[src/rtl/gpr_pkg.sv]
// Shared constants and types for the gpr_file register file and its scoreboard.
package gpr_pkg;

  localparam int GPR_DATA_W = 32;
  localparam int GPR_ADDR_W = 5;

  typedef logic [GPR_ADDR_W-1:0] reg_idx_t;
  typedef logic [GPR_DATA_W-1:0] reg_data_t;

endpackage : gpr_pkg

[src/rtl/gpr_scoreboard.sv]
// Write-pending scoreboard: one busy flag per register, a registered popcount
// of those flags, and a sticky error for writes to registers not reserved.
module gpr_scoreboard
  import gpr_pkg::*;
#(
  parameter int ADDR_W = GPR_ADDR_W,
  parameter int NREGS  = 2**ADDR_W
) (
  input  logic              clk_i,
  input  logic              rst_i,
  input  logic              issue_valid_i,
  input  logic [ADDR_W-1:0] issue_idx_i,
  input  logic              wr_en_i,
  input  logic [ADDR_W-1:0] wr_idx_i,
  output logic [NREGS-1:0]  busy_o,
  output logic [ADDR_W:0]   busy_count_o,
  output logic              write_err_o
);

  logic [NREGS-1:0] busy_q, busy_d;
  logic [ADDR_W:0]  count_q, count_d;
  logic             err_q, err_d;

  // Next-state: the write clears first so a same-cycle issue re-reserves.
  always_comb begin
    busy_d = busy_q;
    if (wr_en_i) begin
      busy_d[wr_idx_i] = 1'b0;
    end else begin
      busy_d = busy_q;
    end
    if (issue_valid_i && (issue_idx_i != {ADDR_W{1'b0}})) begin
      busy_d[issue_idx_i] = 1'b1;
    end else begin
      busy_d = busy_d;
    end
    busy_d[0] = 1'b0;

    count_d = {(ADDR_W+1){1'b0}};
    for (int i = 0; i < NREGS; i++) begin
      count_d = count_d + {{ADDR_W{1'b0}}, busy_d[i]};
    end

    if (wr_en_i && (wr_idx_i != {ADDR_W{1'b0}}) && !busy_q[wr_idx_i]) begin
      err_d = 1'b1;
    end else begin
      err_d = err_q;
    end
  end

  always_ff @(posedge clk_i) begin
    if (rst_i) begin
      busy_q  <= {NREGS{1'b0}};
      count_q <= {(ADDR_W+1){1'b0}};
      err_q   <= 1'b0;
    end else begin
      busy_q  <= busy_d;
      count_q <= count_d;
      err_q   <= err_d;
    end
  end

  assign busy_o       = busy_q;
  assign busy_count_o = count_q;
  assign write_err_o  = err_q;

endmodule : gpr_scoreboard

[src/rtl/gpr_file.sv]
// Parametrised GPR file with NUM_RD combinational read ports and write-pending scoreboard.
// Define GPR_BYPASS_EN to compile in same-cycle write-to-read forwarding.
module gpr_file
  import gpr_pkg::*;
#(
  parameter int DATA_W = GPR_DATA_W,
  parameter int ADDR_W = GPR_ADDR_W,
  parameter int NUM_RD = 2
) (
  input  logic                     CLK,
  input  logic                     RST,
  input  logic                     RegWrite,
  input  logic [ADDR_W-1:0]        WriteRegisterSelect,
  input  logic [DATA_W-1:0]        WriteData,
  input  logic                     IssueValid,
  input  logic [ADDR_W-1:0]        IssueReg,
  input  logic [NUM_RD*ADDR_W-1:0] ReadRegister,
  output logic [NUM_RD*DATA_W-1:0] DataOut,
  output logic [NUM_RD-1:0]        Busy,
  output logic [ADDR_W:0]          BusyCount,
  output logic                     WriteErr
);

  localparam int NREGS = 2**ADDR_W;

  logic [DATA_W-1:0] mem_q [NREGS];
  logic [NREGS-1:0]  busy_s;

  gpr_scoreboard #(
    .ADDR_W (ADDR_W),
    .NREGS  (NREGS)
  ) u_scoreboard (
    .clk_i         (CLK),
    .rst_i         (RST),
    .issue_valid_i (IssueValid),
    .issue_idx_i   (IssueReg),
    .wr_en_i       (RegWrite),
    .wr_idx_i      (WriteRegisterSelect),
    .busy_o        (busy_s),
    .busy_count_o  (BusyCount),
    .write_err_o   (WriteErr)
  );

  always_ff @(posedge CLK) begin
    if (RST) begin
      for (int i = 0; i < NREGS; i++) begin
        mem_q[i] <= {DATA_W{1'b0}};
      end
    end else if (RegWrite && (WriteRegisterSelect != {ADDR_W{1'b0}})) begin
      mem_q[WriteRegisterSelect] <= WriteData;
    end else begin
      mem_q <= mem_q;
    end
  end

  // Read muxes; r0 is forced to zero regardless of array contents.
  always_comb begin
    logic [ADDR_W-1:0] idx_s;
    DataOut = {(NUM_RD*DATA_W){1'b0}};
    Busy    = {NUM_RD{1'b0}};
    for (int k = 0; k < NUM_RD; k++) begin
      idx_s = ReadRegister[k*ADDR_W +: ADDR_W];
      if (idx_s == {ADDR_W{1'b0}}) begin
        DataOut[k*DATA_W +: DATA_W] = {DATA_W{1'b0}};
        Busy[k]                     = 1'b0;
      end else begin
        DataOut[k*DATA_W +: DATA_W] = mem_q[idx_s];
        Busy[k]                     = busy_s[idx_s];
`ifdef GPR_BYPASS_EN
        if (RegWrite && (idx_s == WriteRegisterSelect)) begin
          DataOut[k*DATA_W +: DATA_W] = WriteData;
          Busy[k]                     = IssueValid && (IssueReg == idx_s);
        end else begin
          Busy[k] = Busy[k];
        end
`endif
      end
    end
  end

endmodule : gpr_file
[config.mk]
export PLATFORM = sky130hd
export DESIGN_NAME = gpr_file
export DESIGN_NICKNAME = d
export VERILOG_FILES = /design/src/rtl/gpr_pkg.sv /design/src/rtl/gpr_scoreboard.sv /design/src/rtl/gpr_file.sv
export SDC_FILE = /design/constraint.sdc
export NUM_CORES = 2
export LEC_CHECK = 0
export CAP_MARGIN = 10
export CORE_MARGIN = 2
export CORE_UTILIZATION = 25
export CTS_CLUSTER_DIAMETER = 200
export DETAILED_ROUTE_END_ITERATION = 8
export GPL_TIMING_DRIVEN = 0
export MAX_ROUTING_LAYER = met4
export PLACE_DENSITY = 0.44
export SLEW_MARGIN = 10
export SYNTH_ARGS = -nofsm -noshare
export SYNTH_HDL_FRONTEND = slang
export SYNTH_SLANG_ARGS = --single-unit
[constraint.sdc]
create_clock -name CLK -period 7.75 [get_ports CLK]
set_clock_uncertainty 0.15 [all_clocks]
set_input_delay 1.55 -clock CLK [delete_from_list [all_inputs] [get_ports CLK]]
set_output_delay 1.55 -clock CLK [all_outputs]
set_load 0.01 [all_outputs]
==> key figures <==
Pwr
  – Pwr Density: 205 mW/mm^2
  – Comb pwr share: 8.4%
  – Leakage: 19.9 nW
  – Clock power share: 48.8%
  – Max VDD drop: 0.203 mV
  – Flop pwr share: 42.8%
  – P_int: 9.53 mW
  – Net switching power: 3.42 mW
  – Switching Fraction: 26.4%

Final layout
  – Layout Nets: 6,280
  – Area of the multi-input gates: 0.0301 sq mm
  – Share of layout cells above drive strength 1: 14.8%
  – Area added between synthesis and finish: 17.1%
  – Fillers: 22,700
  – FF/Latch Area: 0.0213 sq mm
  – Final Util: 29.4%

Floorplanning
  – CORE AREA: 0.214 sq mm
  – Die ar.: 0.219 sq mm
  – Core Rows: 170
  – Die W: 468 um
  – IO Pins: 129
  – Initial core utilization: 25.1%
  – Die H: 468 um

Run status
  – Outcome: finished clean

Clocking
  – CTS Root Cell: clkbuf_16
  – # H-tree levels: 4
  – CTS Buf Count: 134
  – CTS tree: yes
  – Clock Latency Late Sink: 780 ps
  – Clock buffer depth: 3
  – Reg clk slew, reported paths: 50 ps
  – Clock sinks: 1,062

Global routing
  – M1 GR Usage: 28.9%
  – GRT overflow: 0
  – Vias in the first global route: 45,800
  – GR peak layer: met2
  – Antenna violations before repair: 4
  – GRT Overall Usage: 22.5%
  – GR Util met3: 3.41%
  – First-pass GRT wire length: 342 mm
  – Largest net degree at the start of global routing: 17
  – Global routing usage on met2: 35.3%

Yosys
  – Post-Synth Adder-Cell Area: 1.06%
  – Synth Area in Compound Gates: 13.9%
  – Ys Warns: 0
  – Syn nets: 6,030
  – Ys flop type: dfxtp_1
  – Mux share of post-synthesis cell area: 24.9%
  – Syn avg cell area: 9.07 sq um
  – Post-Synth Simple-Gate Area: 15.7%
  – Largest family of logic cells by synthesized area: multiplexers
  – Gate Count Post-Synth: 5,942
  – Async S/R FF share, synth: 0%
  – Area of the mapped netlist: 0.0539 sq mm
  – Synth Area in XOR/XNOR: 0.0163%
  – Sequential element share of the synthesized area: 39.5%
  – Unique masters post-synth: 46
  – Yosys reg bits: 1,062
  – Number of synthesized flops with an enable pin: 0

Critical path
  – Worst EP required: 6050 ps
  – Critical-path cell list: clkdlybuf4s50_1, clkbuf_1, nor4_1, nor2_1, clkbuf_1, a22o_1, clkdlybuf4s50_1
  – Worst r2r src: u_scoreboard.busy_o[1]
  – Buf/Inv on CP: 4
  – Crit-path max cell delay: 1130 ps
  – RR Endpoint: u_scoreboard.busy_count_o[4]
  – CP Data Arrival Time: 5830 ps
  – R2R depth: 19
  – Slowest cell on the critical path: clkbuf_1
  – Delay-heaviest family, CP: buffers and inverters
  – Startpoint class of the critical path: primary input
  – Critical path capture point type: output pin
  – Setup CP Type: primary input to output pin
  – Reg2reg setup slack: 2160 ps
  – Worst-path fanout max: 10

Placed design
  – Detail Placement HPWL: 197 mm
  – Number of port buffers: 116
  – GPL Wtd Cong: 0.924

Worst hold path
  – Hold path cells: 2
  – Worst min path class: register to register
  – WHS Endpoint: mem_q[425]
  – Hold path startpoint: mem_q[425]

Drt
  – Final wirelength: 246 mm
  – Number of DRC markers in iteration 0: 4,858
  – Avg Vias per Cell: 5.21
  – Post-route ant nets: 0
  – WL/cell: 26.9 um
  – # DRC: 0
  – Vias: 47,600
  – First-pass iteration count of the detailed router: 5

STA
  – Count of final setup violators: 0
  – Final Cycle Share: 97.1%
  – Max Slew Vio Count: 0
  – Rel. slew slack: 2.11%
  – Final min period: 7530 ps
  – RSZ-0062 raised after global routing: false
  – Hold Fails Final Rpt: 0
  – F_max: 133 MHz
  – Final TNS setup: 0 ps
  – Worst Max-Slew Pin Slew: 1470 ps

Flow run
  – Max Cap Viol: 0
## layout make-up
| cell class | instances | share of cell area, % |
|---|---|---|
| Timing Repair Buffer | 117 | 1.86 |
| Multi-Input combinational cell | 4238 | 47.7 |
| Clock inverter | 27 | 0.448 |
| Sequential cell | 1062 | 33.7 |
| Antenna cell | 7 | 0.0278 |
| Inverter | 34 | 0.202 |
| Buffer | 605 | 3.98 |
| Clock buffer | 209 | 6.47 |
| Tap cell | 2838 | 5.63 |
## routing by layer
metal / wire, um / vias to the layer above
met5: 0 / -
met4: 11400 / 0
met3: 18700 / 420
met2: 114000 / 2049
met1: 102000 / 23800
li1: - / 21400
## per-stage QoR
stage                     area (sq um)  instances  power, mW  setup slack [ps]  hold WS, ps
final                            63100       9137       12.9               223          313
after global placement           58600       8896       6.73             -1240          298
after detailed placement         58600       8897       6.73             -1300          306
after CTS                        63000       9130       13.0              2.64          314
after global routing             63000       9133       13.3              23.4          330
after floorplan                  53900       5942       6.25               603          293
## worst register-to-register path, stage by stage, from the launching register on
cell      delay [ps]
dfxtp_1          340
a22o_1           240
ha_1             280
inv_1             50
fa_1             540
inv_1             70
fa_1             520
fa_1             440
fa_1             500
inv_1             50
fa_1             470
inv_1             50
fa_1             500
ha_1             180
inv_1             70
fa_1             440
nor2b_1          180
o21ai_0          120
a21boi_0         190
nor3_1            70
## layout by cell type (no fill, tap or decap), drive strengths merged, types with 10 or more instances in the layout
| cell type | Yosys | routed |
|---|---|---|
| nand2 | 2017 | 2017 |
| dfxtp | 1062 | 1062 |
| a21oi | 1000 | 1000 |
| clkbuf | 424 | 629 |
| mux4 | 535 | 535 |
| buf | 184 | 186 |
| a22oi | 146 | 146 |
| mux2i | 135 | 135 |
| o21ai | 130 | 130 |
| clkdlybuf4s50 | 0 | 114 |
| a22o | 77 | 77 |
| nor2 | 52 | 52 |
| inv | 34 | 41 |
| nor2b | 38 | 38 |
| fa | 23 | 23 |
| and2 | 15 | 15 |
| clkinv | 0 | 12 |
| nor3 | 10 | 10 |
## flip-flops by register name, summed over array words and instances (netlist names)
name / flops
mem_q: 1024
u_scoreboard.busy_o: 31
u_scoreboard.busy_count_o: 6
u_scoreboard.write_err_o: 1
## worst max path at each step
stage / startpoint / to / slack, ps / depth (start not counted)
finish: ReadRegister[2] / DataOut[16] / 220 / 7
global route: WriteRegisterSelect[2] / u_scoreboard.busy_count_o[4] / 20 / 21
CTS: WriteRegisterSelect[4] / u_scoreboard.busy_count_o[4] / 3 / 21
detailed placement: WriteRegisterSelect[0] / u_scoreboard.busy_count_o[4] / -1300 / 24
global placement: WriteRegisterSelect[0] / u_scoreboard.busy_count_o[4] / -1240 / 24
floorplan: WriteRegisterSelect[1] / u_scoreboard.busy_count_o[4] / 600 / 23
## Yosys cell counts (3+ instances only)
cell | instances | share of area (%)
a22o_1 | 77 | 1.3
buf_2 | 152 | 1.4
a22oi_1 | 146 | 2.0
nand3b_1 | 4 | 0.056
o21ai_1 | 128 | 1.2
nor3_1 | 8 | 0.074
nor2b_1 | 38 | 0.44
ha_1 | 9 | 0.21
buf_1 | 26 | 0.18
and3b_1 | 8 | 0.13
inv_1 | 34 | 0.24
nand2b_1 | 3 | 0.035
fa_1 | 23 | 0.85
and2_1 | 15 | 0.17
and3_1 | 5 | 0.058
nor2_1 | 52 | 0.36
mux2i_1 | 135 | 2.5
nor3b_1 | 8 | 0.11
dfxtp_1 | 1062 | 39
nand3_1 | 3 | 0.028
clkbuf_1 | 423 | 2.9
a21oi_1 | 1000 | 9.3
buf_6 | 4 | 0.084
mux4_2 | 535 | 22
nand2_1 | 2017 | 14
## power groups by stage
| stage | registers, mW | clock network, mW | logic [mW] |
|---|---|---|---|
| floorplan | 5.65 | 0 | 0.603 |
| global placement | 5.65 | 0 | 1.07 |
| detailed placement | 5.65 | 0 | 1.08 |
| CTS | 5.54 | 6.40 | 1.08 |
| global route | 5.54 | 6.61 | 1.14 |
| finish | 5.54 | 6.31 | 1.09 |
## cell families after synthesis
kind of cell	count (synthesis)
mux	672
compound gates	1361
fa+ha+maj	32
buf+inv	642
xor+xnor	1
simple gates	2172
flops	1062
## timing repair
action | CTS | global route
gates resized for setup | 19 | 15
hold endpoints to repair | 0 | 0
setup endpoints to repair | 5 | 2
hold buffers | 0 | 0
buffers inserted | 0 | 0
Power figures use the tool's default switching activity.
